**config.mk**
```make
export PLATFORM = sky130hd
export DESIGN_NAME = ctrl_ext_npc_unit
export DESIGN_NICKNAME = d
export VERILOG_FILES = /design/src/rtl/ctrl_ext_npc_unit.sv
export SDC_FILE = /design/constraint.sdc
export NUM_CORES = 1
export LEC_CHECK = 0
export ABC_AREA = 0
export BUFFER_PORTS_ARGS = -buffer_cell sky130_fd_sc_hd__buf_2
export CORE_ASPECT_RATIO = 1.25
export CORE_MARGIN = 3
export CORE_UTILIZATION = 40
export CTS_BUF_LIST = sky130_fd_sc_hd__clkbuf_8
export CTS_CLUSTER_SIZE = 8
export DETAILED_ROUTE_END_ITERATION = 10
export GPL_TIMING_DRIVEN = 0
export PLACE_DENSITY = 0.81
export SKIP_LAST_GASP = 1
export SLEW_MARGIN = 30
export SYNTH_ARGS = -nofsm -noshare
export SYNTH_HDL_FRONTEND = slang
export SYNTH_SLANG_ARGS = --single-unit
export TNS_END_PERCENT = 20
```
**constraint.sdc**
```tcl
create_clock -name clk -period 7.6 [get_ports clk]
set_clock_uncertainty 0.2 [all_clocks]
set_input_delay 1.52 -clock clk [delete_from_list [all_inputs] [get_ports clk]]
set_output_delay 1.52 -clock clk [all_outputs]
set_load 0.01 [all_outputs]
```
**src/rtl/ctrl_ext_npc_unit.sv**
```systemverilog
// Decode and sequencing unit of the single-cycle MIPS core: main decoder,
// immediate extender, next-PC selection and the PC register.
module ctrl_ext_npc_unit #(
  parameter logic [31:0] RESET_PC = 32'h0000_0000
) (
  input  logic        clk,
  input  logic        rst,
  input  logic [31:0] ins,
  input  logic        zero,
  input  logic [31:0] rs_data,
  output logic [31:0] pc,
  output logic [31:0] npc,
  output logic [31:0] pc_plus4,
  output logic [31:0] imm32,
  output logic        reg_dst,
  output logic        mem_read,
  output logic        mem_write,
  output logic        memto_reg,
  output logic        reg_write,
  output logic        alu_src,
  output logic        alu_asrc,
  output logic        ext_op,
  output logic        shift_index,
  output logic        shift_direction,
  output logic        call,
  output logic [3:0]  alu_op,
  output logic [1:0]  npc_op
);

  localparam int unsigned XLEN = 32;

  localparam logic [5:0] OP_RTYPE = 6'b000000;
  localparam logic [5:0] OP_J     = 6'b000010;
  localparam logic [5:0] OP_JAL   = 6'b000011;
  localparam logic [5:0] OP_BEQ   = 6'b000100;
  localparam logic [5:0] OP_BNE   = 6'b000101;
  localparam logic [5:0] OP_ADDI  = 6'b001000;
  localparam logic [5:0] OP_ADDIU = 6'b001001;
  localparam logic [5:0] OP_SLTI  = 6'b001010;
  localparam logic [5:0] OP_SLTIU = 6'b001011;
  localparam logic [5:0] OP_ANDI  = 6'b001100;
  localparam logic [5:0] OP_ORI   = 6'b001101;
  localparam logic [5:0] OP_XORI  = 6'b001110;
  localparam logic [5:0] OP_LUI   = 6'b001111;
  localparam logic [5:0] OP_LW    = 6'b100011;
  localparam logic [5:0] OP_SW    = 6'b101011;

  localparam logic [5:0] FN_SLL  = 6'b000000;
  localparam logic [5:0] FN_SRL  = 6'b000010;
  localparam logic [5:0] FN_SLLV = 6'b000100;
  localparam logic [5:0] FN_SRLV = 6'b000110;
  localparam logic [5:0] FN_JR   = 6'b001000;
  localparam logic [5:0] FN_JALR = 6'b001001;
  localparam logic [5:0] FN_ADD  = 6'b100000;
  localparam logic [5:0] FN_ADDU = 6'b100001;
  localparam logic [5:0] FN_SUB  = 6'b100010;
  localparam logic [5:0] FN_SUBU = 6'b100011;
  localparam logic [5:0] FN_AND  = 6'b100100;
  localparam logic [5:0] FN_OR   = 6'b100101;
  localparam logic [5:0] FN_XOR  = 6'b100110;
  localparam logic [5:0] FN_NOR  = 6'b100111;
  localparam logic [5:0] FN_SLT  = 6'b101010;
  localparam logic [5:0] FN_SLTU = 6'b101011;

  localparam logic [3:0] ALU_ADD   = 4'b0000;
  localparam logic [3:0] ALU_SUB   = 4'b0001;
  localparam logic [3:0] ALU_AND   = 4'b0010;
  localparam logic [3:0] ALU_OR    = 4'b0011;
  localparam logic [3:0] ALU_XOR   = 4'b0100;
  localparam logic [3:0] ALU_NOR   = 4'b0101;
  localparam logic [3:0] ALU_SLT   = 4'b0110;
  localparam logic [3:0] ALU_SLTU  = 4'b0111;
  localparam logic [3:0] ALU_PASSA = 4'b1000;
  localparam logic [3:0] ALU_LUI   = 4'b1001;

  localparam logic [1:0] NPC_SEQ = 2'b00;
  localparam logic [1:0] NPC_BR  = 2'b01;
  localparam logic [1:0] NPC_JMP = 2'b10;
  localparam logic [1:0] NPC_REG = 2'b11;

  logic [5:0]      op;
  logic [5:0]      funct;
  logic [XLEN-1:0] pc_q;
  logic [XLEN-1:0] pc_d;
  logic [XLEN-1:0] br_off;

  assign op    = ins[31:26];
  assign funct = ins[5:0];

  // Main decoder; anything not listed keeps the all-zero / ADD / pc+4 defaults
  always_comb begin
    reg_dst         = 1'b0;
    mem_read        = 1'b0;
    mem_write       = 1'b0;
    memto_reg       = 1'b0;
    reg_write       = 1'b0;
    alu_src         = 1'b0;
    alu_asrc        = 1'b0;
    ext_op          = 1'b0;
    shift_index     = 1'b0;
    shift_direction = 1'b0;
    call            = 1'b0;
    alu_op          = ALU_ADD;
    npc_op          = NPC_SEQ;
    unique case (op)
      OP_RTYPE: begin
        case (funct)
          FN_ADD, FN_ADDU: begin reg_dst = 1'b1; reg_write = 1'b1; alu_op = ALU_ADD;  end
          FN_SUB, FN_SUBU: begin reg_dst = 1'b1; reg_write = 1'b1; alu_op = ALU_SUB;  end
          FN_AND:          begin reg_dst = 1'b1; reg_write = 1'b1; alu_op = ALU_AND;  end
          FN_OR:           begin reg_dst = 1'b1; reg_write = 1'b1; alu_op = ALU_OR;   end
          FN_XOR:          begin reg_dst = 1'b1; reg_write = 1'b1; alu_op = ALU_XOR;  end
          FN_NOR:          begin reg_dst = 1'b1; reg_write = 1'b1; alu_op = ALU_NOR;  end
          FN_SLT:          begin reg_dst = 1'b1; reg_write = 1'b1; alu_op = ALU_SLT;  end
          FN_SLTU:         begin reg_dst = 1'b1; reg_write = 1'b1; alu_op = ALU_SLTU; end
          FN_SLL, FN_SRL, FN_SLLV, FN_SRLV: begin
            reg_dst         = 1'b1;
            reg_write       = 1'b1;
            alu_asrc        = 1'b1;
            alu_op          = ALU_PASSA;
            shift_direction = funct[1];
            shift_index     = funct[2];
          end
          FN_JR:   begin reg_dst = 1'b1; npc_op = NPC_REG; end
          FN_JALR: begin reg_dst = 1'b1; npc_op = NPC_REG; call = 1'b1; reg_write = 1'b1; end
          default: ;
        endcase
      end
      OP_ADDI, OP_ADDIU: begin alu_src = 1'b1; reg_write = 1'b1; ext_op = 1'b1; alu_op = ALU_ADD;  end
      OP_SLTI:           begin alu_src = 1'b1; reg_write = 1'b1; ext_op = 1'b1; alu_op = ALU_SLT;  end
      OP_SLTIU:          begin alu_src = 1'b1; reg_write = 1'b1; ext_op = 1'b1; alu_op = ALU_SLTU; end
      OP_ANDI:           begin alu_src = 1'b1; reg_write = 1'b1; alu_op = ALU_AND; end
      OP_ORI:            begin alu_src = 1'b1; reg_write = 1'b1; alu_op = ALU_OR;  end
      OP_XORI:           begin alu_src = 1'b1; reg_write = 1'b1; alu_op = ALU_XOR; end
      OP_LUI:            begin alu_src = 1'b1; reg_write = 1'b1; alu_op = ALU_LUI; end
      OP_LW: begin
        alu_src   = 1'b1;
        ext_op    = 1'b1;
        mem_read  = 1'b1;
        memto_reg = 1'b1;
        reg_write = 1'b1;
      end
      OP_SW: begin alu_src = 1'b1; ext_op = 1'b1; mem_write = 1'b1; end
      OP_BEQ: begin
        alu_op = ALU_SUB;
        ext_op = 1'b1;
        npc_op = zero ? NPC_BR : NPC_SEQ;
      end
      OP_BNE: begin
        alu_op = ALU_SUB;
        ext_op = 1'b1;
        npc_op = zero ? NPC_SEQ : NPC_BR;
      end
      OP_J:   npc_op = NPC_JMP;
      OP_JAL: begin npc_op = NPC_JMP; call = 1'b1; reg_write = 1'b1; end
      default: ;
    endcase
  end

  // Immediate extension and next-PC selection; PC arithmetic wraps silently
  always_comb begin
    imm32    = ext_op ? {{16{ins[15]}}, ins[15:0]} : {16'h0000, ins[15:0]};
    br_off   = {{14{ins[15]}}, ins[15:0], 2'b00};
    pc_plus4 = pc_q + XLEN'(4);
    unique case (npc_op)
      NPC_SEQ: npc = pc_plus4;
      NPC_BR:  npc = pc_plus4 + br_off;
      NPC_JMP: npc = {pc_plus4[31:28], ins[25:0], 2'b00};
      default: npc = rs_data;
    endcase
    pc_d = npc;
  end

  always_ff @(posedge clk or negedge rst) begin
    if (!rst) pc_q <= RESET_PC;
    else      pc_q <= pc_d;
  end

  assign pc = pc_q;

endmodule

```
-- After elaboration in Yosys (flattened, before gate mapping)
Cells that the tools add are included.
- logic and storage cells: 71
- register bits after elaboration: 32
- output and inout port bits: 145
- input port bits: 67
- reductions and logical operators: 13
- eq/ne operators: 31
- mux-type cells: 24
- $add $sub $neg: 2
- operator list (kind ; number):
    $pmux 32 s3 ; 1
    $eq 6x6->1 const B ; 12
    $pmux 4 s8 ; 2
    $eq 6x4->1 const B ; 10
    $add 32x3->32 const B ; 1
    $add 32x32->32 ; 1
    $mux 32 ; 1
    $eq 6x3->1 const B ; 4
    $reduce_or 10->1 ; 2
    $eq 6x2->1 const B ; 3
    $mux 1 ; 16
    $reduce_or 16->1 ; 1
    $reduce_or 15->1 ; 1
    $logic_not 6->1 ; 2
    $pmux 2 s4 ; 1
    $reduce_or 2->1 ; 4
    $reduce_or 8->1 ; 1
    $pmux 1 s2 ; 2
    $reduce_or 4->1 ; 1
    $eq 2x1->1 const B ; 1
    $eq 2x2->1 const B ; 1
    $logic_not 2->1 ; 1
    $mux 2 ; 1

-- Logic depth before layout (Yosys ltp)
Gate-level depths: netlist (run 1).
- depth after elaboration: 6
- gate-level depth with buffers: 15

-- Worst setup path before layout (run 1)
Ideal clock, no wire load.
- path kind: input port to output port
- start: in ins[0]
- end: out npc[28]
- data arrival time: 3.710 ns
- stages on the path: 11
- setup slack: 2.170 ns
- path buffers: 0
- cells stage by stage: ha_1 -> inv_1 -> fa_1 -> nand2b_1 -> a21oi_1 -> o21a_1 -> o21ai_1 -> o21a_1 -> o31a_1 -> nor4b_1 -> nor3_1
- word-level cells in the longest chain between the ends: 6
- elaborated cells between the ends (all ways): 10
- those cells by class: 1 x add/sub; 4 x eq/ne; 3 x mux; 2 x reduce/logical
- RTL lines (item ; RTL line ; RTL):
    start, declared ; 8 ; input logic [31:0] ins,
    branches (longest 5 deep; another with $add 32x32->32) ; n/a ;
    $pmux 32 s3 * ; 165 ; unique case (npc_op)
    end, declared ; 12 ; output logic [31:0] npc,
Mark *: on every way between the ends.

-- Worst setup path after layout (run 1)
- start: reg pc_q[2] (netlist: pc[2])
- end: out npc[23]
- word-level cells in the longest chain between the ends: 3
- RTL lines (item ; RTL line ; RTL):
    start, declared ; 83 ; logic [XLEN-1:0] pc_q;
    start signal, assigned ; 176 ; else pc_q <= pc_d;
    $add 32x3->32 * ; 164 ; pc_plus4 = pc_q + XLEN'(4);
    $add 32x32->32 ; 167 ; NPC_BR: npc = pc_plus4 + br_off;
    $pmux 32 s3 * ; 165 ;
Every way passes the cells marked *; elsewhere a longest branch is shown, timed or not.

==> results of run 1 <==
worst max-delay path by stage:
stage                    start      end  slack, ns  cells past startpoint
3_3_place_gp            ins[1]  npc[28]       1.62                     12
4_1_cts        pc[2]$_DFF_PN0_  npc[23]       1.53                     15
2_1_floorplan           ins[0]  npc[28]       2.17                     11
6_report       pc[2]$_DFF_PN0_  npc[23]       1.51                     15
3_5_place_dp            ins[1]  npc[28]       1.62                     12
5_1_grt        pc[4]$_DFF_PN0_  npc[28]       1.29                     14
per-layer routing:
metal,track usage [%],wire length [um],part of all wire [%]
met3,3.61,1200,7.7
met1,30.7,6220,40
met4,7.00,291,1.9
met5,0,0,0
met2,43.7,7720,50
through the flow:
step           hold slack (ns)  std cells  util, %
3_5_place_dp             0.363        912     53.4
4_1_cts                  0.384        920     54.3
3_3_place_gp             0.363        912     53.4
6_report                 0.386        920     54.3
5_1_grt                  0.420        920     54.3
2_1_floorplan            0.435        574        -
worst max-delay path, stage by stage, from the launching register on:
cell	delay [ns]
dfrtp_1	0.45
ha_1	0.32
nand2_1	0.14
nor3_2	0.36
and2b_1	0.33
nand2_1	0.10
xnor2_1	0.32
ha_1	0.24
nand2_1	0.11
nor3_1	0.20
o211ai_1	0.22
and2_1	0.23
or2_1	0.24
a211o_1	0.29
a31oi_1	0.33
buf_2	0.20
where the power goes:
part / total, uW / switching, uW / internal, uW
clock network: 142 / 70.2 / 71.4
registers: 321 / 86.7 / 234
logic: 1220 / 699 / 517
total: 1680 / 856 / 823
cells by family (layout without fill, tap and decap cells):
logic type | after synthesis | in the layout
mux | 2 | 2
flops | 32 | 32
simple gates | 214 | 214
fa+ha+maj | 37 | 37
buf+inv | 73 | 290
compound gates | 166 | 166
xor+xnor | 50 | 50
layout make-up:
type	count	area, um2
Buffer	59	354
Clock buffer	6	82.6
Clock inverter	2	7.51
Fill cell	1051	4720
Inverter	14	52.6
Multi-Input combinational cell	469	3090
Sequential cell	32	801
Tap cell	129	161
Timing Repair Buffer	209	1050
synth_stat cells (4+ instances only):
cell	instances	share of area, %
a221oi_1	11	2.2
clkbuf_1	21	1.8
xor2_1	20	4.1
a21oi_1	45	5.2
ha_1	36	10
o21ai_0	22	2.6
o21a_1	6	1.0
nor2_1	59	5.2
nand3_1	23	2.7
nor3_1	11	1.3
nand2b_1	6	0.87
xnor2_1	29	5.9
or3_1	6	0.87
and2_1	5	0.73
a31oi_1	20	2.9
a22oi_1	12	2.1
o22ai_1	12	1.7
inv_1	14	1.2
o21bai_1	4	0.70
dfrtp_1	32	19
nand2_1	60	5.2
buf_4	34	5.9
nand4_1	13	1.9
and3_1	10	1.5
a21o_1	13	2.3
and4_1	4	0.82
==> results.json, run 1 <==
{
  "r2r_cells": 14,
  "rsz0062_at_grt": "false",
  "wl_um": 15400,
  "grt_antenna_before_repair": 0,
  "fp-row-count": 41,
  "cp.arrival_ns": 4.37,
  "diodes": 0,
  "dpl_worst_slack_ns": 1.62,
  "drive_gt1_share_pct": 33.1,
  "grt_use_total_pct": 24.5,
  "yosysSeqAreaShare_pct": 18.6,
  "synth.mux.area_fraction_pct": 0.495,
  "final.setup.worst_slack_ns": 1.51,
  "grt_overflow": 0,
  "grt_pass1_vias": 4807,
  "syn_nets": 678,
  "initial_core_util_pct": 41.7,
  "drt_iter0_markers": 284,
  "synth_top_family_by_area": "compound AO/OA/AOI/OAI gates",
  "final_cell_mix": "212 x buf_2, 60 x nand2_1, 59 x nor2_1",
  "ir_worst_vdd_mv": 0.221,
  "p_leak_uw": 0.00297,
  "postCtsSetupBuffers": 0,
  "synth.avg_cell_area_um2": 7.49,
  "clk_path_buf_depth": 2,
  "fin_setup_tns_ns": 0,
  "die_area_mm2": 0.0120,
  "status": "complete, no violations",
  "synth_cells": 574,
  "synth-edff-count": 0,
  "ys_seq_elements": 32,
  "die-width_um": 98.7,
  "synthesis.area_mm2": 0.00430,
  "r2r_setup_slack_ns": 3.39,
  "drc": 0,
  "cts_made_buffers": 5,
  "io_buffers": 209,
  "rr_startpoint": "pc[2]$_DFF_PN0_",
  "post_cts_resized": 0,
  "synth-simple-area-share_pct": 24.8,
  "critPathCaptureType": "output pin",
  "hold_viol": 0,
  "hold_end": "pc[0]$_DFF_PN0_",
  "cts.hold.buffers_added": 0,
  "dp_hpwl_um": 12300,
  "layout_commonest_cell": "buf_2",
  "critPathRequiredTime_ns": 5.88,
  "clkLatencyLatePin_ns": 0.29,
  "cap_violations": 0,
  "final_nets": 894,
  "dpl-instance-area_mm2": 0.00550,
  "power_density_mw_per_mm2": 300,
  "power.total_uw": 1680,
  "ioPinCount": 212,
  "post_synth_num_cell_types": 60,
  "vias": 5174,
  "synth_compound_area_share_pct": 25.0,
  "cts_tree": "built",
  "firstDrtPassIters": 5,
  "grt_pass1_wl_um": 24100,
  "start_kind": "register",
  "finalSetupViolCount": 0,
  "largest_register_ff_count": 32,
  "reg2reg_to": "pc[23]$_DFF_PN0_",
  "max_freq_mhz": 164,
  "async_reset_ff_share_pct": 100,
  "synth_fa_ha_area_share_pct": 10.9,
  "core-area_mm2": 0.0103,
  "hp-class": "reg -> reg",
  "crit_type": "reg -> out",
  "hold_path_depth": 2,
  "htree_levels": 2,
  "min_period_over_period_pct": 80.1,
  "min_period_ns": 6.09,
  "die_y_um": 122,
  "viasPerCell": 5.62,
  "antenna_left": 0,
  "final_cell_area_mm2": 0.00559,
  "drv_slew": 0,
  "cts.clk_slew.worst_paths_ns": 0.08,
  "synth_xor_area_share_pct": 10.6,
  "max-slew-margin-rel_pct": 35.8,
  "hp-start": "pc[0]$_DFF_PN0_",
  "worst_slew_pin_slew_ns": 0.956,
  "ys_warn_count": 0,
  "gp_congestion": 0.956,
  "synth_flop_cell": "dfrtp_1",
  "area_growth_pct": 30.2,
  "wl_per_cell_um": 16.8,
  "cts.root.buffer_cell": "clkbuf_8",
  "critPathMaxFanout": 6,
  "cts.sinks": 32,
  "grt_max_degree": 33
}
Power figures use the tool's default switching activity.
==> run 2, diff against run 1 <==
- PLACE_DENSITY: 0.81 -> 0.84
- clock period: 7.6 -> 5.2 ns (I/O delays scaled with it)
==> run 2 against run 1 <==
  * Worst hold slack got worse by 0.0061 ns
  * Flip-flop and latch count did not move
  * Non-clock buffer count rose by 17
  * Clock-buffer cell count rose by 1
  * Register-to-register slack got worse by 2.0 ns
  * Via count rose by 1.5%
  * Critical endpoint is now npc[28]
  * Critical path type unchanged
  * First-iteration DRC count fell by 10%
  * Combinational power rose by 55%
  * Global-route usage rose by 0.66 points
  * Sequential share of layout area fell by 0.62 points
==> results.json, run 2 (synthesis gave the netlist of run 1 again) <==
{
  "status": "complete, no violations",
  "rsz0062_at_grt": "true",
  "antenna_left": 0,
  "core-area_mm2": 0.0103,
  "final_cell_area_mm2": 0.00591,
  "wl_per_cell_um": 17.0,
  "utilization_pct": 57.3,
  "drv_slew": 0,
  "hold_viol": 0,
  "clkLatencyLatePin_ns": 0.29,
  "max_stage_delay_ns": 0.41,
  "cts_made_buffers": 5,
  "swShare_pct": 49.8,
  "globalRouteMet3Util_pct": 3.84,
  "firstDrtPassIters": 6,
  "finalSetupViolCount": 0,
  "dp_hpwl_um": 12200,
  "start_kind": "register",
  "area_growth_pct": 37.6,
  "worstPathCellList": "buf_4 -> nand3_2 -> nor3_4 -> buf_4 -> and2b_2 -> nand3_1 -> xnor2_2 -> ha_4 -> nand2_1 -> or3_1 -> o21a_1 -> o31a_1 -> nor4b_1 -> nor3_1 -> buf_2",
  "drc": 0,
  "drt_iter0_markers": 255,
  "cts_tree": "built",
  "clk_path_buf_depth": 2,
  "initial_core_util_pct": 41.7,
  "cts.root.buffer_cell": "clkbuf_8",
  "cts.clk_slew.worst_paths_ns": 0.08,
  "grtUsageMet2_pct": 44.3,
  "worst_slew_pin_slew_ns": 0.791,
  "final.fill_count": 994,
  "final.setup.worst_slack_ns": 0.120,
  "dpl-instance-area_mm2": 0.00550,
  "ioPinCount": 212,
  "die_area_mm2": 0.0120,
  "switchingPower_uw": 1290,
  "cpMostUsedCell": "buf_4",
  "grt_overflow": 0,
  "min_period_ns": 5.08,
  "diodes": 0,
  "max-slew-margin-rel_pct": 47.3,
  "viasPerCell": 5.61,
  "power_frac_clock_pct": 8.4,
  "placed_cells_incl_taps": 912,
  "max_freq_mhz": 197,
  "final_nets": 911,
  "gp_congestion": 0.945,
  "critPathMaxFanout": 7,
  "grt_antenna_before_repair": 0,
  "cap_violations": 0,
  "whs_ns": 0.380,
  "critPathRequiredTime_ns": 3.96,
  "drive_gt1_share_pct": 39.3,
  "largest_register_ff_count": 32,
  "io_buffers": 209,
  "grt_pass1_vias": 4947,
  "htree_levels": 2,
  "power_density_mw_per_mm2": 439,
  "hp-class": "reg -> reg",
  "vias": 5251,
  "wl_um": 15900,
  "crit_slowest_cell": "dfrtp_2",
  "top_usage_layer": "met2",
  "seqPwrFrac_pct": 18.6,
  "dpl_worst_slack_ns": -0.0596,
  "fin_cells": 936,
  "grt_use_total_pct": 25.2,
  "cp.arrival_ns": 3.84,
  "final_cell_mix": "212 x buf_2, 60 x nand2_1, 59 x nor2_1",
  "crit_type": "reg -> out",
  "ir_worst_vdd_mv": 0.355,
  "min_period_over_period_pct": 97.7,
  "power.internal_uw": 1300,
  "p_leak_uw": 0.00312,
  "grt_use_met1_pct": 31.1,
  "grt_max_degree": 33,
  "fp-row-count": 41,
  "die_y_um": 122,
  "cts.sinks": 32,
  "die-width_um": 98.7,
  "layout_commonest_cell": "buf_2",
  "grt_pass1_wl_um": 24700,
  "combPwrFrac_pct": 73.0,
  "critPathCaptureType": "output pin"
}
## run 2: cell type report
class | count | area [um2] | share of cell area (%)
multi-input combinational | 469 | 3260 | 55.2
timing repair buffer | 227 | 1180 | 20.0
sequential | 32 | 810 | 13.7
buffer | 58 | 350 | 5.92
tap | 129 | 161 | 2.73
clock buffer | 7 | 96.3 | 1.63
inverter | 14 | 52.6 | 0.889
## run 2: critical path, delay by kind of cell (launching register included)
family	cells	cell delay [ns]
fa+ha+maj	1	0.33
xor+xnor	1	0.20
buf+inv	3	0.50
flops	1	0.41
compound gates	2	0.58
simple gates	8	1.54
## run 2: layer usage
metal  vias to the layer above  routed length (um)
li1                       2535                   -
met1                      2442                6360
met2                       243                7920
met3                        31                1220
met4                         0                 408
met5                         -                   0
## run 2: worst paths after layout
| path | from | endpoint | slack, ns | cells after the start |
|---|---|---|---|---|
| worst min-delay path | pc[1]$_DFF_PN0_ | pc[1]$_DFF_PN0_ | 0.38 | 2 |
| worst max register to register | pc[2]$_DFF_PN0_ | pc[28]$_DFF_PN0_ | 1.42 | 15 |
| min in group asynchronous | rst | pc[30]$_DFF_PN0_ | 0.63 | 1 |
| worst max-delay path | pc[2]$_DFF_PN0_ | npc[28] | 0.12 | 15 |
| worst min register to register | pc[1]$_DFF_PN0_ | pc[1]$_DFF_PN0_ | 0.38 | 2 |
| max in group asynchronous | rst | pc[9]$_DFF_PN0_ | 3.61 | 1 |
## run 2: power groups by stage
stage | Combinational, uW | Clock (uW) | Sequential (uW)
3_3_place_gp | 1720 | 0 | 462
5_1_grt | 2080 | 233 | 499
6_report | 1890 | 217 | 483
3_5_place_dp | 1750 | 0 | 469
4_1_cts | 1780 | 223 | 470
2_1_floorplan | 1150 | 0 | 499
## run 2: what timing repair did
item | 4_1_cts | 5_1_grt
endpoints found under the setup margin | 9 | 14
gates cloned | 0 | 0
pin swaps | 5 | 11
hold buffers | 0 | 0
gates resized for setup | 12 | 29
setup buffers | 9 | 9
## run 2: metrics by stage
step / power (uW) / TNS [ns]
after floorplan: 1650 / 0
after global routing: 2810 / -0.0758
final: 2600 / 0
after global placement: 2180 / -0.0339
after detailed placement: 2220 / -0.0889
after CTS: 2470 / -0.0255
